==> src/rtl/request_encoder_pkg.sv <==
// Shared definitions for the request encoder: requester count, FSM state type and
// an index-to-one-hot helper.
package request_encoder_pkg;

   localparam int unsigned EncN = 4;

   typedef enum logic {
      StIdle  = 1'b0,
      StGrant = 1'b1
   } enc_state_e;

   function automatic logic [EncN-1:0] idx_onehot(input logic [1:0] idx);
      idx_onehot = EncN'(1) << idx;
   endfunction

endpackage

==> src/rtl/request_encoder_priority_pick.sv <==
// Combinational picker: first set request bit at or above start, wrapping 3->0.
module request_encoder_priority_pick
   import request_encoder_pkg::*;
(
   input  logic [EncN-1:0] req,
   input  logic [1:0]      start,
   output logic [1:0]      idx,
   output logic            any
);

   logic [1:0] j;

   // Scan from start upward; the first hit is kept.
   always_comb begin
      idx = 2'b00;
      any = 1'b0;
      j   = 2'b00;
      for (int i = 0; i < EncN; i++) begin
         j = start + 2'(i);
         if (!any && req[j]) begin
            idx = j;
            any = 1'b1;
         end
      end
   end

endmodule

==> src/rtl/request_encoder.sv <==
// Sequential 4-to-2 request encoder. Requests are held as sticky pending bits and
// granted one at a time as {address1,address0}/valid until acked or timed out.
// Build option: define ROUND_ROBIN_EN for round-robin arbitration; otherwise the
// lowest pending index always wins.
module request_encoder
   import request_encoder_pkg::*;
#(
   parameter int unsigned ACK_TIMEOUT = 16,
   parameter int unsigned CNT_W       = 5
) (
   input  logic clk,
   input  logic reset,
   input  logic in0,
   input  logic in1,
   input  logic in2,
   input  logic in3,
   input  logic ack,
   output logic address0,
   output logic address1,
   output logic valid,
   output logic err,
   output logic busy
);

   localparam bit TmoEn = (ACK_TIMEOUT != 0);
   localparam logic [CNT_W-1:0] TmoLast = CNT_W'((ACK_TIMEOUT == 0) ? 0 : ACK_TIMEOUT - 1);

   enc_state_e       state;
   logic [EncN-1:0]  req_in;
   logic [EncN-1:0]  pending;
   logic [EncN-1:0]  pending_next;
   logic [EncN-1:0]  pending_drop;
   logic [1:0]       addr;
   logic [1:0]       rr_ptr;
   logic [1:0]       start;
   logic [1:0]       pick_idx;
   logic             pick_any;
   logic [CNT_W-1:0] tmo_cnt;

   assign req_in       = {in3, in2, in1, in0};
   assign pending_next = pending | req_in;
   // A same-cycle re-request of the granted line survives the clear.
   assign pending_drop = (pending & ~idx_onehot(addr)) | req_in;

`ifdef ROUND_ROBIN_EN
   assign start = rr_ptr;
`else
   assign start = 2'b00;
   logic unused_rr;
   assign unused_rr = ^rr_ptr;
`endif

   request_encoder_priority_pick u_pick (
      .req   (pending_next),
      .start (start),
      .idx   (pick_idx),
      .any   (pick_any)
   );

   // Grant FSM with registered address/valid/err outputs.
   always_ff @(posedge clk) begin
      if (reset) begin
         state   <= StIdle;
         addr    <= 2'b00;
         valid   <= 1'b0;
         err     <= 1'b0;
         pending <= '0;
         rr_ptr  <= 2'b00;
         tmo_cnt <= '0;
      end else begin
         err <= 1'b0;
         case (state)
            StIdle: begin
               pending <= pending_next;
               if (pick_any) begin
                  addr    <= pick_idx;
                  valid   <= 1'b1;
                  tmo_cnt <= '0;
                  state   <= StGrant;
               end
            end
            StGrant: begin
               if (ack) begin
                  pending <= pending_drop;
                  valid   <= 1'b0;
                  rr_ptr  <= addr + 2'd1;
                  state   <= StIdle;
               end else if (TmoEn && (tmo_cnt == TmoLast)) begin
                  pending <= pending_drop;
                  err     <= 1'b1;
                  valid   <= 1'b0;
                  rr_ptr  <= addr + 2'd1;
                  state   <= StIdle;
               end else begin
                  pending <= pending_next;
                  // Saturate rather than wrap.
                  if (tmo_cnt != '1) tmo_cnt <= tmo_cnt + 1'b1;
               end
            end
         endcase
      end
   end

   assign address0 = addr[0];
   assign address1 = addr[1];
   assign busy     = valid | (|pending);

endmodule

==> config.mk <==
export PLATFORM = sky130hd
export DESIGN_NAME = request_encoder
export DESIGN_NICKNAME = d
export VERILOG_FILES = /design/src/rtl/request_encoder_pkg.sv /design/src/rtl/request_encoder_priority_pick.sv /design/src/rtl/request_encoder.sv
export SDC_FILE = /design/constraint.sdc
export NUM_CORES = 1
export LEC_CHECK = 0
export BUFFER_PORTS_ARGS = -buffer_cell sky130_fd_sc_hd__buf_2
export CORE_MARGIN = 4
export CORE_UTILIZATION = 29
export DETAILED_ROUTE_END_ITERATION = 8
export PLACE_DENSITY = 0.46
export SLEW_MARGIN = 25
export SYNTH_ARGS = -nofsm -noshare
export SYNTH_HDL_FRONTEND = slang
export SYNTH_SLANG_ARGS = --single-unit
==> constraint.sdc <==
create_clock -name clk -period 2.6 [get_ports clk]
set_input_delay 0.13 -clock clk [delete_from_list [all_inputs] [get_ports clk]]
set_output_delay 0.13 -clock clk [all_outputs]
set_load 0.03 [all_outputs]
==> Yosys cells after proc, flatten, opt, wreduce, memory -nomap -nowiden <==
Index checks and enable logic that the tools add are counted.
{ "totals": {"mem_bits_rw": 0, "regBits": 14, "mem_bits_ro": 0, "latch_bits": 0, "memories": 0} }
{ "classes": {"div_mod_pow": 0, "shift": 1, "bitwise": 6, "addsub": 1, "n_lt_le_gt_ge": 0, "n_reduce_logical": 11, "muxes": 24, "n_eq_ne": 7, "multipliers": 0} }
{ "ops": {"columns": ["op", "count"], "rows": [
  ["$mux 5", 4],
  ["$mux 1", 12],
  ["$pmux 5 s2", 1],
  ["$mux 4", 2],
  ["$or 4x4->4", 2],
  ["$pmux 4 s2", 1],
  ["$ne 2x2->1 const B", 3],
  ["$add 5x1->5 const B", 1],
  ["$eq 5x4->1 const B", 1],
  ["$ne 5x5->1 const B", 1],
  ["$and 4x4->4", 1],
  ["$mux 2", 2],
  ["$not 4->4", 1],
  ["$pmux 1 s2", 2],
  ["$reduce_and 2->1", 2],
  ["$reduce_and 4->1", 1],
  ["$reduce_or 4->1", 1],
  ["$shl 1x2->4 const A", 1],
  ["$logic_and 1x1->1", 3],
  ["$logic_not 1->1", 3],
  ["$ne 3x2->1 const B", 1],
  ["$reduce_or 3->1", 1],
  ["$ne 2x1->1 const B", 1],
  ["$not 1->1", 1],
  ["$or 1x1->1", 1]
]} }

==> Depth between registers and ports, before layout <==
Gate-level depths: netlist of run 1.
{ "logic_depth": {"word_depth": 13, "mapped_depth": 7, "depth_no_buf": 7} }

==> Modules after synthesis <==
From an unflattened synthesis of run 1, not the netlist that was laid out.
{ "unflattened": {"cells_unflattened": 88, "hier_area_um2": 730.7} }
{ "by_module_without_submodules": {"columns": ["module", "area_each_um2", "seq_area_each_um2", "cells_each", "n_inst"], "rows": [
  ["request_encoder", 653.1, 280.3, 73, 1],
  ["request_encoder_priority_pick", 77.6, 0.0, 15, 1]
]} }

==> Worst setup path before layout of run 1 <==
No wires, ideal clock.
{ "synth_timing": {"kind": "flip-flop to flip-flop", "from": "register tmo_cnt[0]", "to": "register tmo_cnt[3]", "arrival_time_ps": 1720, "period_less_slack_ps": 1795, "path_buffers": 0, "slack_ps": 805, "setup_ps": 74, "stages_incl_launch_ff": 8, "path_cell_list": "dfxtp_1 ha_1 and3_1 ha_1 nor2_2 nand3b_1 or3_1 a31oi_1"} }
{ "synth_via": {"elab_chain_len": 5, "word_cells_on_any_way": 10} }
{ "synth_lines": {"columns": ["element", "line_no", "source"], "rows": [
  ["start: declaration", "request_encoder.sv:38", "logic [CNT_W-1:0] tmo_cnt;"],
  ["start signal: assignment", "request_encoder.sv:97", "if (tmo_cnt != '1) tmo_cnt <= tmo_cnt + 1'b1;"],
  ["$add 5x1->5", "request_encoder.sv:97", null],
  ["$mux 5", "request_encoder.sv:97", null],
  ["$mux 5", "request_encoder.sv:88", "end else if (TmoEn && (tmo_cnt == TmoLast)) begin"],
  ["$mux 5", "request_encoder.sv:83", "if (ack) begin"],
  ["$pmux 5 s2", "request_encoder.sv:72", "case (state)"]
]} }
Several ways; a longest one is shown, not always the timed one. The select of a mux whose other input is x is not followed.
A chain may end at the register's enable or synchronous reset.

==> Worst setup path in the final report of run 1 <==
Same ends and word-level chain as after synthesis.

==> summary.md, run 1 <==
| Metric | Value |
|---|---|
| Post-synthesis mux area share | `1.70%` |
| # diodes | `0` |
| Post-Syn Nets | `84` |
| Critical path cell sequence | `ha_1 -> and3_1 -> ha_1 -> nor2_2 -> nand3b_1 -> or3_1 -> a31oi_1` |
| Hold slack | `0.0592 ns` |
| Overall Global Routing Usage | `about a tenth` |
| Avg Inst Size Synth | `between 8 and 9 µm²` |
| VDD IR max | `between 0.3 and 0.4 mV` |
| Crit path DAT | `roughly 2.2 ns` |
| Final ANT Viol Nets | `0` |
| Post CTS Setup Buffer Count | `0` |
| Die Height | `around 56 µm` |
| Starting Density | `between 30% and 40%` |
| # DRC | `0` |
| Share of cells above drive strength 1 | `24.1%` |
| Fin. Hold Viols | `0` |
| Fin nets | `98` |
| CTS resizes | `0` |
| Slowest library cell on the worst path | `or3_1` |
| Setup crit end kind | `register` |
| RD Place Congestion | `roughly 0.7` |
| IO Count | `12` |
| Final WS setup | `0.576 ns` |
| Max Slew Vio Count | `0` |
| Post-synthesis compound-gate area fraction | `approximately 17%` |
| Vias per cell | `5.24` |
| Post-Synthesis Cells | `74` |
| Hold Path Stages | `2` |
| End of the worst register-to-register path | `tmo_cnt[3]` |
| CTS hold repair buffers | `0` |
| Post-synthesis xor/xnor area fraction | `0%` |
| Post-route minimum period | `between 2 and 2.5 ns` |
| Layout fillers | `between 200 and 250` |
| Area growth syn-to-layout | `17.8%` |
| Drt pass-1 iters | `4` |
| Global route overflow | `0` |
| DR iter-0 viols | `8` |
| Worst setup path class | `register to register` |
| Reg clk slew, reported paths | `~0.09 ns` |
| RSZ-0062 raised after global routing | `no` |
| Initial antenna violation count | `0` |
| Worst Reg-to-Reg Cells | `7` |
| WHS Endpoint | `err` |
| # port buffers | `11` |
| CTS tree | `built` |
| Vias in the first global route | `~600` |
| CTS Buffer Depth | `2` |
| CP Launch Point | `tmo_cnt[0]` |
| FF+latch count, synth | `14` |
| Register area | `approximately 280 µm²` |
| Htree depth | `1` |
| Reg2reg start | `tmo_cnt[0]` |
| Synth unique cells | `29` |
| Slew margin rel. | `approximately 69%` |
| Simple-gate share of the synthesized area | `about 29%` |
| Final wirelength | `1420 µm` |
| TritonCTS Buffers | `3` |
| Status | `complete, no violations` |
| Period utilization | `between 70% and 80%` |
| CP peak stage delay | `~0.40 ns` |
| FP Rows | `17` |
| Total of max-cap violations | `0` |
| P per Cell Area | `just under 600 nW/µm²` |
| Core Region | `about 2200 µm²` |
| Pre-CTS setup slack | `between 0.6 and 0.7 ns` |
| CP max FO | `5` |
| Synthesized-area fraction occupied by adder cells | `~5.7%` |
| Worst EP required | `2.81 ns` |
| R2r setup slk | `approximately 0.58 ns` |
| Setup TNS | `0 ns` |
| Post-DP HPWL | `about 1100 µm` |
| Clk_lat worst skew | `0.28 ns` |
| Hold Path Class | `primary input to register` |
| Routed vias | `around 600` |
| Most frequent cell on the critical path | `ha_1` |
| First-pass GRT wire length | `2620 µm` |
| Hold Crit Start | `ack` |
| Leak pwr | `approximately 0.32 nW` |
| Setup violators final | `0` |
| Routed WL per cell | `about 12 µm` |
| Largest family of logic cells by synthesized area | `simple AND/OR/NAND/NOR gates` |
| Die ar. | `about 3100 µm²` |
| YS warnings | `0` |
| Least-Margin Pin Slew | `around 0.46 ns` |
| Peak Freq | `around 500 MHz` |
| Startpoint Class | `register` |
| Multi-input logic area | `between 300 and 400 µm²` |
| Clock sink total | `14` |
| Largest net degree at the start of global routing | `15` |
| Max Clock Skew | `0.00676 ns` |
| Cell Area, Synth | `between 600 and 700 µm²` |
| Root Driver | `clkbuf_4` |
| Sequential area share after synthesis | `42.4%` |
| Die X | `approximately 56 µm` |
## placed cells by master (no fill, tap or decap), types with 2 or more instances in the layout
| master | netlist | layout |
|---|---|---|
| dfxtp_1 | 14 | 14 |
| nor2_2 | 2 | 2 |
| nand3b_1 | 3 | 3 |
| inv_1 | 5 | 5 |
| a31oi_1 | 3 | 3 |
| ha_1 | 3 | 3 |
| clkbuf_4 | 0 | 3 |
| a21oi_1 | 4 | 4 |
| nand3_1 | 4 | 4 |
| buf_2 | 1 | 11 |
| nand2_1 | 4 | 4 |
| nor2_1 | 7 | 7 |
| nor3_1 | 7 | 7 |
## worst max-delay path by stage
stage                  to  slack, ns  cells past startpoint
3_3_place_gp   tmo_cnt[3]       0.63                      7
2_1_floorplan  tmo_cnt[3]       0.81                      7
6_report       tmo_cnt[3]       0.58                      7
5_1_grt        tmo_cnt[3]       0.40                      7
3_5_place_dp   tmo_cnt[3]       0.61                      7
4_1_cts        tmo_cnt[3]       0.58                      7
## stage by stage
| step | total power (W) | cells | instance area (µm²) | util (%) |
|---|---|---|---|---|
| after floorplan | 0.000283 | 74 | 661 | - |
| after global placement | 0.000305 | 111 | 742 | 33.9 |
| after detailed placement | 0.000305 | 111 | 742 | 33.9 |
| after CTS | 0.000463 | 115 | 778 | 35.5 |
| after global routing | 0.000484 | 115 | 778 | 35.5 |
| final | 0.000455 | 115 | 778 | 35.5 |
## cells in the mapped netlist
library cell,instances,area (µm²)
a311oi_1,1,8.76
nor3b_1,1,7.51
and3_1,1,6.26
o311ai_0,1,8.76
a21o_1,1,7.51
a21oi_1,4,20.0
nor4_1,1,6.26
nor3_1,7,35.0
nor4_2,1,12.5
o211ai_1,1,7.51
buf_2,1,5.00
inv_1,5,18.8
a211oi_1,1,7.51
a22o_1,1,8.76
nor2_1,7,26.3
o221a_2,1,11.3
o21ai_0,1,5.00
dfxtp_1,14,280
nor4_4,1,21.3
a31oi_1,3,18.8
nand3_1,4,20.0
nand3b_1,3,22.5
a31o_1,1,8.76
or3_1,1,6.26
nand2_1,4,15.0
mux2_2,1,11.3
clkbuf_1,1,3.75
nor2_2,2,12.5
ha_1,3,37.5
## registers in the layout (all words and copies together) (netlist names)
name     cells
state        1
err          1
pending      4
tmo_cnt      5
valid        1
addr         2
## layer usage
layer	GRT usage, %	part of all wire [%]	vias to the layer above
met4	3.13	2.4	0
met5	0	0	-
met1	12.3	46	284
met2	16.7	45	12
li1	-	-	303
met3	5.34	6.1	4
## cells by family after synthesis
logic type,after synthesis
compound gates,16
fa+ha+maj,3
buf+inv,7
flops,14
mux,1
simple gates,33
## area by class of cell
| type | count | area share [%] |
|---|---|---|
| flip-flops and latches | 14 | 36.0 |
| multi-input cells | 53 | 45.3 |
| inverters | 5 | 2.41 |
| repair buffers | 11 | 7.07 |
| well taps | 28 | 4.50 |
| clock buffers | 4 | 4.66 |
## critical path, delay by kind of cell, from the launching register on
family	cells	cell delay, ns
flops	1	0.33
simple gates	4	1.00
compound gates	1	0.17
fa+ha+maj	2	0.45
## report_power, final
part	internal [W]	leakage, nW	switching, W
clock	0.0000852	0.0210	0.0000707
combinational	0.0000221	0.179	0.0000385
sequential	0.000225	0.115	0.0000133
(Power assumes the default switching activity.)
==> run 2: changes to the inputs <==
ABC_AREA = 1   (was default)
PLACE_DENSITY = 0.47   (was 0.46)
clock period = 1.6 ns   (was 2.6 ns; I/O delays follow)
==> run 2 against run 1 <==
Final area grew 14%; first-iteration DRC count unchanged; hold slack worse by 0.037 ns; sequential power grew 63%; routed wire length rose by 19%; power is 57% higher.
==> summary.md, run 2 <==
| Metric | Value |
|---|---|
| Status | `complete, no violations` |
| Max reg flops | `5 (unchanged)` |
| Biggest regs | `tmo_cnt x5, pending x4, addr x2` |
| Peak Freq | `644 MHz (+30%)` |
| Synth unique cells | `21 (-28%)` |
| Setup crit end kind | `register` |
| Post-Synthesis Cells | `92 (+24%)` |
| Hold Path Class | `primary input to register` |
| Ys async rst share | `0% (unchanged)` |
| Post-synth EDFFs | `0 (unchanged)` |
| Reg clk slew, reported paths | `0.09 ns (about the same)` |
| Final Core Density | `39.3% (+3.8 points)` |
| Least-Margin Pin Slew | `0.364 ns (-0.101 ns)` |
| VDD IR max | `0.598 mV (+66%)` |
| CP max FO | `6 (+1)` |
| Cell taking the most area after synthesis | `dfxtp_1` |
| Fin. Hold Viols | `0 (unchanged)` |
| Htree depth | `1 (unchanged)` |
| # diodes | `0 (unchanged)` |
| Setup violators final | `0 (unchanged)` |
| Final ANT Viol Nets | `0 (unchanged)` |
| # DRC | `0 (unchanged)` |
| Largest net degree at the start of global routing | `12 (-3)` |
| Die Height | `56.9 µm (+2.2%)` |
| Top-count cell post-synth | `nand2_1` |
| Post-route minimum period | `1.55 ns (-0.472 ns)` |
| Die X | `56.9 µm (+2.2%)` |
| CTS tree | `built` |
| Vias in the first global route | `678 (+13%)` |
| # port buffers | `11 (unchanged)` |
| Vias per cell | `4.99 (-4.8%)` |
| Slew margin rel. | `75.6% (+6.8 points)` |
| Area growth syn-to-layout | `27.7%` |
| Multi-input logic area | `405 µm² (+15%)` |
| Most common cell after layout, fill and taps aside | `nand2_1` |
| Routed WL per cell | `12.2 µm (-1.2%)` |
| Register area | `283 µm² (+0.89%)` |
| Cell Area, Synth | `694 µm² (+5.1%)` |
| CP peak stage delay | `0.34 ns (-0.06 ns)` |
| Overall Global Routing Usage | `10.8% (+0.27 points)` |
| RD Place Congestion | `0.734 (+5.4%)` |
| Core Region | `2250 µm² (+2.9%)` |
| CTS hold repair buffers | `0 (unchanged)` |
| IO Count | `12 (unchanged)` |
| Crit path DAT | `1.77 ns (-0.46 ns)` |
| Worst EP required | `1.82 ns (-0.99 ns)` |
| Leak pwr | `0.373 nW (+18%)` |
| Total of max-cap violations | `0 (unchanged)` |
| Clock sink total | `14 (unchanged)` |
| FF+latch count, synth | `14 (unchanged)` |
| Worst setup path class | `register to register` |
| YS warnings | `0 (unchanged)` |
| Critical path cell sequence | `ha_4 -> nand2_2 -> nor2_2 -> ha_2 -> buf_6 -> nor2_4 -> nand3_4 -> or2_0 -> a21oi_1` |
| Main synth FF type | `dfxtp_1` |
| P per Cell Area | `807 nW/µm² (+38%)` |
| Reg with most FFs | `tmo_cnt` |
| Starting Density | `30.8% (+0.64 points)` |
| Post-DP HPWL | `1250 µm (+16%)` |
| First-pass GRT wire length | `2750 µm (+5.3%)` |
| RSZ-0062 raised after global routing | `yes` |
| DR iter-0 viols | `8 (unchanged)` |
| Clk_lat worst skew | `0.28 ns (about the same)` |
| Max Slew Vio Count | `0 (unchanged)` |
| Hold slack | `0.0220 ns (-0.0372 ns)` |
| Die ar. | `3240 µm² (+4.4%)` |
| Global route overflow | `0 (unchanged)` |
| Layout fillers | `265 (+7.7%)` |
| Slowest library cell on the worst path | `dfxtp_2` |
| Drt pass-1 iters | `4 (unchanged)` |
| Post-synth top cells | `nand2_1 (17), dfxtp_1 (14), inv_1 (8), nor3_1 (8), nor2_1 (6)` |
| Startpoint Class | `register` |
| Area contributors post-synth | `dfxtp_1 (40%), nand2_1 (9.2%), nor3_1 (5.8%), ha_1 (5.4%), nand4_1 (4.5%)` |
| Routed vias | `694 (+15%)` |
| Most frequent cells in the layout | `nand2_1 (16), dfxtp_1 (12), buf_2 (11)` |
| Period utilization | `97.0% (+19 points)` |
| Final wirelength | `1690 µm (+19%)` |
| Max Clock Skew | `0.0105 ns (+0.00378 ns)` |
| Avg Inst Size Synth | `7.55 µm² (-15%)` |
| FP Rows | `17 (unchanged)` |
| Sequential area share after synthesis | `40.4% (-2.1 points)` |
| Initial antenna violation count | `0 (unchanged)` |
| TritonCTS Buffers | `3 (unchanged)` |
| Share of the synthesized area in the top cell type | `40.4% (-2.1 points)` |
| Share of cells above drive strength 1 | `36.9% (+13 points)` |
| Fin nets | `123 (+26%)` |
| Root Driver | `clkbuf_4` |
| Post-Syn Nets | `102 (+21%)` |
| CTS Buffer Depth | `2 (unchanged)` |
[run 2: cell families (layout without fill, tap and decap cells)]
logic type      Yosys count  after routing  synth area share, %
compound gates           10             10                 8.65
fa+ha+maj                 3              3                 5.41
buf+inv                  11             30                 5.95
flops                    14             14                 40.4
simple gates             54             54                 39.6
[run 2: per-layer routing]
metal	vias to the layer above	GRT usage [%]	wire length [µm]	share of wire [%]
li1	347	-	-	-
met1	324	12.3	768	45
met2	21	18.3	824	49
met3	2	4.75	81	4.8
met4	0	2.98	18	1.1
met5	-	0	0	0
[run 2: metrics by stage]
step           setup TNS [ns]  std cells  area [µm²]  total power (W)  setup WS, ns
5_1_grt               -0.0284        139         887         0.000757       -0.0284
2_1_floorplan               0         92         694         0.000475         0.121
6_report                    0        139         887         0.000716        0.0477
4_1_cts                     0        139         865         0.000724        0.0184
3_3_place_gp          -0.0552        135         818         0.000516       -0.0336
3_5_place_dp           -0.152        135         818         0.000515       -0.0517
[run 2: layout make-up]
| type | instances | area share, % |
|---|---|---|
| Inverter | 10 | 4.23 |
| Timing Repair Buffer | 17 | 11.7 |
| Sequential cell | 14 | 31.9 |
| Clock buffer | 3 | 2.54 |
| Multi-Input combinational cell | 67 | 45.7 |
| Tap cell | 28 | 3.95 |
[run 2: power by group]
part / switching (W) / internal, W
Clock: 0.000113 / 0.0000872
Sequential: 0.0000197 / 0.000367
Combinational: 0.0000843 / 0.0000441
[run 2: worst max-delay path, delay by kind of cell, from the launching register on]
family / cells / cell delay (ns)
AOI/OAI and AO/OA: 1 / 0.14
adders and majority gates: 2 / 0.34
buffers and inverters: 1 / 0.12
DFF: 1 / 0.34
and+or+nand+nor: 5 / 0.55
[run 2: worst paths after layout]
kind / cells past startpoint / slack (ns) / endpoint / from
max reg2reg: 9 / 0.05 / tmo_cnt[4] / tmo_cnt[0]
max: 9 / 0.05 / tmo_cnt[4] / tmo_cnt[0]
min reg2reg: 2 / 0.53 / addr[0] / addr[0]
min: 2 / 0.02 / err / ack
[run 2: repair_timing]
action                                  4_1_cts  5_1_grt
pin swaps                                     5        5
setup buffers                                 1        0
resized for setup                             5        7
endpoints found under the setup margin        9        8
